`src/rtl/imem_controller_pkg.sv`:
```
// Shared constants, FSM encoding and address helper for the instruction-RAM controller.
package imem_controller_pkg;
  localparam int IMC_ADDRESS_BUS_WIDTH = 10;
  localparam int IMC_INSTRUCTION_WIDTH = 19;
  localparam int IMC_STARVE_LIMIT      = 4;

  typedef enum logic {
    IMC_IDLE  = 1'b0,
    IMC_RDATA = 1'b1
  } imc_state_e;

  function automatic logic is_word_aligned(input logic [1:0] addr_lsb);
    return addr_lsb == 2'b00;
  endfunction
endpackage

```
`src/rtl/imem_starve_counter.sv`:
```
// Saturating count of consecutive loader wins while a fetch is waiting.
module imem_starve_counter #(
  parameter int LIMIT = 4,
  parameter int CNT_W = $clog2(LIMIT + 1)
) (
  input  logic             clk,
  input  logic             reset_n,
  input  logic             inc,
  input  logic             clr,
  output logic [CNT_W-1:0] cnt
);

  always_ff @(posedge clk or negedge reset_n) begin
    if (!reset_n) begin
      cnt <= '0;
    end else if (clr) begin
      cnt <= '0;
    end else if (inc && (cnt < CNT_W'(LIMIT))) begin
      cnt <= cnt + CNT_W'(1);
    end
  end

endmodule

```
`src/rtl/imem_controller.sv`:
```
// Arbitrates the single-port instruction RAM between fetch reads and loader writes,
// and turns the RAM's registered read into a one-cycle fetch response.
module imem_controller
  import imem_controller_pkg::*;
#(
  parameter int ADDRESS_BUS_WIDTH = IMC_ADDRESS_BUS_WIDTH,
  parameter int INSTRUCTION_WIDTH = IMC_INSTRUCTION_WIDTH,
  parameter int STARVE_LIMIT      = IMC_STARVE_LIMIT
) (
  input  logic                         clk,
  input  logic                         reset_n,
  input  logic                         fetch_req,
  input  logic [ADDRESS_BUS_WIDTH-1:0] fetch_addr,
  output logic                         fetch_gnt,
  output logic                         fetch_rvalid,
  output logic [INSTRUCTION_WIDTH-1:0] fetch_rdata,
  output logic                         fetch_err,
  input  logic                         load_req,
  input  logic [ADDRESS_BUS_WIDTH-1:0] load_addr,
  input  logic [INSTRUCTION_WIDTH-1:0] load_wdata,
  output logic                         load_gnt,
  output logic                         load_err,
  output logic [ADDRESS_BUS_WIDTH-1:0] ram_addr,
  output logic                         ram_read,
  output logic                         ram_write,
  output logic [INSTRUCTION_WIDTH-1:0] ram_wdata,
  input  logic [INSTRUCTION_WIDTH-1:0] ram_rdata,
  output logic                         busy
);

  localparam int CNT_W = $clog2(STARVE_LIMIT + 1);

  imc_state_e       state, state_nxt;
  logic [CNT_W-1:0] starve_cnt;
  logic             load_win, fetch_win;

  imem_starve_counter #(
    .LIMIT (STARVE_LIMIT),
    .CNT_W (CNT_W)
  ) u_starve (
    .clk     (clk),
    .reset_n (reset_n),
    .inc     (load_gnt & fetch_req),
    .clr     (fetch_gnt | ~fetch_req),
    .cnt     (starve_cnt)
  );

  always_ff @(posedge clk or negedge reset_n) begin
    if (!reset_n) begin
      state <= IMC_IDLE;
    end else begin
      state <= state_nxt;
    end
  end

  // The loader yields only once it has starved a waiting fetch STARVE_LIMIT times.
  assign load_win  = load_req && (!fetch_req || (starve_cnt < CNT_W'(STARVE_LIMIT)));
  assign fetch_win = !load_win && fetch_req;

  always_comb begin
    state_nxt    = state;
    fetch_gnt    = 1'b0;
    fetch_err    = 1'b0;
    fetch_rvalid = 1'b0;
    fetch_rdata  = '0;
    load_gnt     = 1'b0;
    load_err     = 1'b0;
    ram_addr     = '0;
    ram_read     = 1'b0;
    ram_write    = 1'b0;
    ram_wdata    = '0;
    busy         = 1'b0;
    case (state)
      IMC_IDLE: begin
        if (load_win) begin
          load_gnt = 1'b1;
          if (is_word_aligned(load_addr[1:0])) begin
            ram_write = 1'b1;
            ram_addr  = load_addr;
            ram_wdata = load_wdata;
          end else begin
            load_err = 1'b1;
          end
        end else if (fetch_win) begin
          fetch_gnt = 1'b1;
          if (is_word_aligned(fetch_addr[1:0])) begin
            ram_read  = 1'b1;
            ram_addr  = fetch_addr;
            state_nxt = IMC_RDATA;
          end else begin
            fetch_err = 1'b1;
          end
        end
      end
      IMC_RDATA: begin
        fetch_rvalid = 1'b1;
        fetch_rdata  = ram_rdata;
        busy         = 1'b1;
        state_nxt    = IMC_IDLE;
      end
      default: state_nxt = IMC_IDLE;
    endcase
  end

endmodule

```
`config.mk`:
```
export PLATFORM = sky130hd
export DESIGN_NAME = imem_controller
export DESIGN_NICKNAME = d
export VERILOG_FILES = /design/src/rtl/imem_controller_pkg.sv /design/src/rtl/imem_starve_counter.sv /design/src/rtl/imem_controller.sv
export SDC_FILE = /design/constraint.sdc
export NUM_CORES = 1
export LEC_CHECK = 0
export CORE_MARGIN = 3
export CORE_UTILIZATION = 23
export DETAILED_ROUTE_END_ITERATION = 7
export PLACE_DENSITY = 0.85
export SLEW_MARGIN = 20
export SYNTH_ARGS = -nofsm -noshare
export SYNTH_HDL_FRONTEND = slang
export SYNTH_HIERARCHICAL = 1
export SYNTH_SLANG_ARGS = --single-unit
```
`constraint.sdc`:
```
create_clock -name clk -period 3.93 [get_ports clk]
set_clock_uncertainty 0.1 [all_clocks]
set_input_delay 0.393 -clock clk [delete_from_list [all_inputs] [get_ports clk]]
set_output_delay 0.393 -clock clk [all_outputs]
set_load 0.01 [all_outputs]
```
-- Word level (Yosys, flattened, before mapping)
Cells that the tools add are included.
- latch bits: 0
- output and inout port bits: 56
- register bits: 4
- RAM bits: 0
- memories: 0
- bits in read-only memories: 0
- muxes and demuxes: 32
- multiply operators: 0
- div/mod/pow operators: 0
- reduce and logical (&&, ||, !) cells: 9
- order comparisons: 1
- $add $sub $neg: 1
- shift-type cells: 0
- equality and inequality tests: 0
- bitwise operators: 4
- operator list (cell ; number):
    2-to-1 mux 19 bit ; 4
    2-to-1 mux 10 bit ; 5
    2-to-1 mux 1 bit ; 20
    2-to-1 mux 3 bit ; 2
    zero test 2 bit ; 2
    adder 3 x 1 -> 3 bit (second input constant) ; 1
    logical AND 1 bit ; 3
    < comparator 3 bit (second input constant) ; 1
    zero test 1 bit ; 2
    inverter 1 bit ; 2
    case mux 1 bit (2 select lines) ; 1
    nonzero test 2 bit ; 1
    bitwise AND 1 bit ; 1
    logical OR 1 bit ; 1
    OR 1 bit ; 1

-- Logic depth before layout (Yosys ltp)
- depth in word-level cells: 10
- gate-level depth with buffers: 4
- gate-level depth less buffers: 4

-- Modules after synthesis
The synthesis kept the hierarchy.
- by module, submodules not included (module ; cells an instance ; sequential area each (um^2) ; area each (um^2) ; instances):
    imem_controller ; 66 ; 25.0 ; 524.3 ; 1
    imem_starve_counter ; 13 ; 75.1 ; 157.7 ; 1

-- Least setup slack after synthesis
OpenSTA, ideal clock, no wires.
- kind: reg2out
- from: register u_starve.cnt[2]
- to: output port ram_wdata[10]
- setup slack: 2022 ps
- stages on the path, launching flop included: 4
- data required time: 3437 ps
- buffers on the path: 1
- arrival: 1415 ps
- cells stage by stage: dfrtp_1 > a2111oi_4 > buf_6 > and2_2
- longest elaborated chain between the ends: 5
- ends and longest elaborated chain (what ; RTL line ; text):
    start: declaration ; imem_starve_counter.sv:10 ; output logic [CNT_W-1:0] cnt
    start signal: assignment ; imem_starve_counter.sv:19 ; cnt <= cnt + CNT_W'(1);
    < comparator 3 bit ; imem_controller.sv:57 ; assign load_win = load_req && (!fetch_req || (starve_cnt < CNT_W'(STARVE_LIMIT)));
    logical OR 1 bit ; imem_controller.sv:57 ;
    logical AND 1 bit ; imem_controller.sv:57 ;
    2-to-1 mux 19 bit ; imem_controller.sv:75 ; if (load_win) begin
    2-to-1 mux 19 bit ; imem_controller.sv:73 ; case (state)
    end: declaration ; imem_controller.sv:26 ; output logic [INSTRUCTION_WIDTH-1:0] ram_wdata,
Every way passes these cells.

-- Final worst setup path
- from: input port fetch_req
- to: output port ram_addr[7]
- longest elaborated chain between the ends: 8
- ends and longest elaborated chain (what ; RTL line ; text):
    start: declaration ; imem_controller.sv:12 ; input logic fetch_req,
    zero test 1 bit ; imem_controller.sv:57 ;
    logical OR 1 bit ; imem_controller.sv:57 ;
    logical AND 1 bit ; imem_controller.sv:57 ;
    zero test 1 bit ; imem_controller.sv:58 ; assign fetch_win = !load_win && fetch_req;
    logical AND 1 bit ; imem_controller.sv:58 ;
    2-to-1 mux 10 bit ; imem_controller.sv:84 ; end else if (fetch_win) begin
    2-to-1 mux 10 bit * ; imem_controller.sv:75 ;
    2-to-1 mux 10 bit * ; imem_controller.sv:73 ;
    end: declaration ; imem_controller.sv:23 ; output logic [ADDRESS_BUS_WIDTH-1:0] ram_addr,
Every way passes the cells marked *; elsewhere a longest branch is shown, timed or not.

==> implementation parameters <==
Parameter                              Value

STA
  Worst path setup slack after routing ... 1.04 ns
  Highest attainable clock frequency ... 346 MHz
  Time the worst path needs with I/O delays and setup ... 2.89 ns
  Final hold vios ... 0
  Sum Neg Setup Slack ... 0 ns
  Final clock period utilization by the worst path ... 73.6%
  Max_slew headroom ... 63.8%
  Transition time at the pin with the least slew margin ... 0.540 ns
  Unrepaired setup endpoints after global routing ... false
  Final setup fails ... 0
  Final Max Slew Viols ... 0

Worst setup path
  Capture point of the worst path ... ram_addr[7]
  CP Max Fanout ... 10
  Worst R2R Path Depth ... 4
  CP startpoint kind ... input port
  Worst EP required ... 3.44 ns
  CP arrival ... 2.40 ns
  Worst setup path start ... fetch_req
  Crit Path Class ... input port to output pin
  Reg-to-reg endpoint ... u_starve/cnt[0]$_DFFE_PN0P_
  Worst r2r src ... state$_DFF_PN0_
  Crit. End Element ... output pin
  Register-to-register setup slack ... 2.03 ns

Floorplan
  Die extent in y ... 60.5 um
  Ports placed on the boundary ... 118
  Die boundary width ... 60.5 um
  Cell Rows ... 19
  Area of the core ... 0.00278 sq mm
  Starting Density ... 24.5%
  Die area ... 0.00365 sq mm

Cells and area
  Antenna cells ... 0
  Fin util ... 66.6%
  Syn-to-layout area delta ... 172%
  Number of nets in the layout ... 257
  Multi-input combinational cell area ... 533 sq um
  Fill cells ... 223
  Ratio of cells with drive above 1 in the final layout ... 14.1%
  Combined flip-flop and latch cell area ... 100 sq um

Clocking
  Root buffer selected by CTS ... sky130_fd_sc_hd__clkbuf_4
  Number of clock buffers inserted by TritonCTS ... 3
  Clock insertion delay at the later pin of the skew report ... 0.23 ns
  Clock-pin slew on the worst setup and hold paths ... 0.04 ns
  Number of hold buffers added after cts ... 0
  CTS tree ... done
  Clock H-tree levels ... 1
  Longest Clk Path Bufs ... 2
  Post-CTS repair timing setup buffer count ... 0
  Quantity of gates resized following cts ... 0
  Sinks on the clock net ... 4

Power and ir drop
  Leakage power summed over all cells ... 0.719 nW
  Peak ir drop on the vdd network ... 108 uV
  Power density of the placed cells ... 120 mW/mm^2

Synthesis
  Biggest area consumer among synthesized cells ... sky130_fd_sc_hd__and2_1
  Yosys warning count ... 6
  Seq/Total Area, Yosys ... 14.7%
  Distinct cells, synth ... 23
  Syn_area_per_cell ... 8.63 sq um
  Total standard cell area after synthesis ... 682 sq um
  Flops & latches, synth ... 4
  Top area cells in the synthesized netlist ... sky130_fd_sc_hd__and2_1 27%, sky130_fd_sc_hd__dfrtp_1 15%, sky130_fd_sc_hd__a22o_2 12%
  Synthesized instance count ... 79
  Portion of synthesized cell area occupied by the leading cell type ... 26.6%

Route
  Highest metal layer with signal wires ... met4
  Number of nets with antenna violations after routing ... 0
  Routed vias ... 967
  Remaining DRCs ... 0
  Metal1 wirelength ... 1230 um
  Wire length on met3 ... 388 um
  Router iterations before antenna repair ... 3
  Violation count after the first detailed-routing iteration ... 23
  Sum of routed wire length over all layers ... 3550 um
  Routed met2 length ... 1920 um
  Detailed-route vias per instance ... 4.34
  Avg WL per Cell ... 15.9 um

Global route
  Overall track demand over capacity in global routing ... 16.8%
  Antenna violations before repair ... 0
  Global-route wire length before repair ... 4600 um
  Maximum number of pins on one net before global-route repair ... 29
  Via count of the first global-routing pass ... 897
  Global-route congestion overflow total ... 0

Placement
  Final RePlAce weighted congestion ... 0.687
  Pre-CTS worst setup slack ... 1.06 ns
  HPWL after detailed placement ... 3070 um
  # port buffers ... 115

Status
  Status ... completed

Job
  Max-Cap Viols ... 0

Hold path
  Min-Delay Path Class ... input port to async pin
## synthesized netlist by cell type (all sizes together)
library cell	n
a2111oi	1
a21oi	2
a22o	8
and2	38
and2b	1
buf	5
clkbuf	2
conb	1
dfrtp	4
ha	1
mux2	1
nand2b	3
nand4bb	1
nor2	3
nor2b	2
nor3b	1
nor4	1
o21a	2
o21ai	2
## report_power, final
part	total (W)	internal, W	switching [W]
combinational	0.000129	0.0000915	0.0000379
sequential	0.0000438	0.0000422	0.00000161
clock	0.0000491	0.0000340	0.0000151
## through the flow
stage          hold WS [ns]  total power, W  area [sq um]  std cells
4_1_cts               0.252        0.000227          1850        223
3_5_place_dp          0.491        0.000174          1830        220
3_3_place_gp          0.447        0.000171          1830        220
5_1_grt               0.265        0.000235          1850        223
6_report              0.258        0.000222          1850        223
2_1_floorplan      -0.00259       0.0000803           686         80
## per-layer routing
layer / global-route usage (%) / vias up
li1: - / 488
met1: 17.9 / 427
met2: 31.3 / 50
met3: 5.53 / 2
met4: 4.64 / 0
met5: 0 / -
## cells by family after synthesis
family | count (synthesis) | share of synthesized area (%)
flops | 4 | 14.7
simple gates | 50 | 52.1
fa+ha+maj | 1 | 1.83
buf+inv | 7 | 7.71
other cells | 1 | 0.550
compound gates | 15 | 20.9
mux | 1 | 2.20
## worst max-delay path: stages
cell and delay [ns]:
sky130_fd_sc_hd__clkdlybuf4s50_1 0.59, sky130_fd_sc_hd__nand2b_1 0.15, sky130_fd_sc_hd__nor4_4 0.50, sky130_fd_sc_hd__a22o_2 0.24
sky130_fd_sc_hd__clkdlybuf4s50_1 0.53
## area by class of cell
cell class | count | share of cell area [%]
Clock buffer | 3 | 1.22
Multi-Input combinational cell | 69 | 28.8
Sequential cell | 4 | 5.40
Tap cell | 31 | 2.09
Timing Repair Buffer | 116 | 62.5
## sequential cells by signal, summed over array words and instances (netlist names)
signal        cells
u_starve/cnt      3
state             1
## how the worst min path moves through the flow
stage | from | endpoint | slack (ns) | depth (start not counted)
after CTS | reset_n | u_starve/cnt[2]$_DFFE_PN0P_ | 0.25 | 1
after global routing | reset_n | u_starve/cnt[0]$_DFFE_PN0P_ | 0.26 | 1
final | reset_n | u_starve/cnt[2]$_DFFE_PN0P_ | 0.26 | 1
after global placement | u_starve/cnt[1]$_DFFE_PN0P_ | u_starve/cnt[1]$_DFFE_PN0P_ | 0.45 | 2
after detailed placement | u_starve/cnt[1]$_DFFE_PN0P_ | u_starve/cnt[1]$_DFFE_PN0P_ | 0.49 | 2
after floorplan | reset_n | state$_DFF_PN0_ | -0.003 | 0
## placed cells by master (no fill, tap or decap)
cell | Yosys | layout
sky130_fd_sc_hd__a2111oi_4 | 1 | 1
sky130_fd_sc_hd__a21oi_1 | 2 | 2
sky130_fd_sc_hd__a22o_2 | 8 | 8
sky130_fd_sc_hd__and2_1 | 29 | 29
sky130_fd_sc_hd__and2_2 | 9 | 9
sky130_fd_sc_hd__and2b_2 | 1 | 1
sky130_fd_sc_hd__buf_4 | 3 | 1
sky130_fd_sc_hd__clkbuf_4 | 0 | 3
sky130_fd_sc_hd__clkdlybuf4s50_1 | 0 | 115
sky130_fd_sc_hd__conb_1 | 1 | 2
sky130_fd_sc_hd__dfrtp_1 | 4 | 4
sky130_fd_sc_hd__ha_1 | 1 | 1
sky130_fd_sc_hd__mux2_4 | 1 | 1
sky130_fd_sc_hd__nand2b_1 | 2 | 2
sky130_fd_sc_hd__nand2b_4 | 1 | 1
sky130_fd_sc_hd__nand4bb_1 | 1 | 1
sky130_fd_sc_hd__nor2_1 | 3 | 3
sky130_fd_sc_hd__nor2b_1 | 1 | 1
sky130_fd_sc_hd__nor2b_4 | 1 | 1
sky130_fd_sc_hd__nor3b_1 | 1 | 1
sky130_fd_sc_hd__nor4_4 | 1 | 1
sky130_fd_sc_hd__o21a_1 | 2 | 2
sky130_fd_sc_hd__o21ai_0 | 2 | 2
No activity file was read; power rests on OpenSTA's default activity.
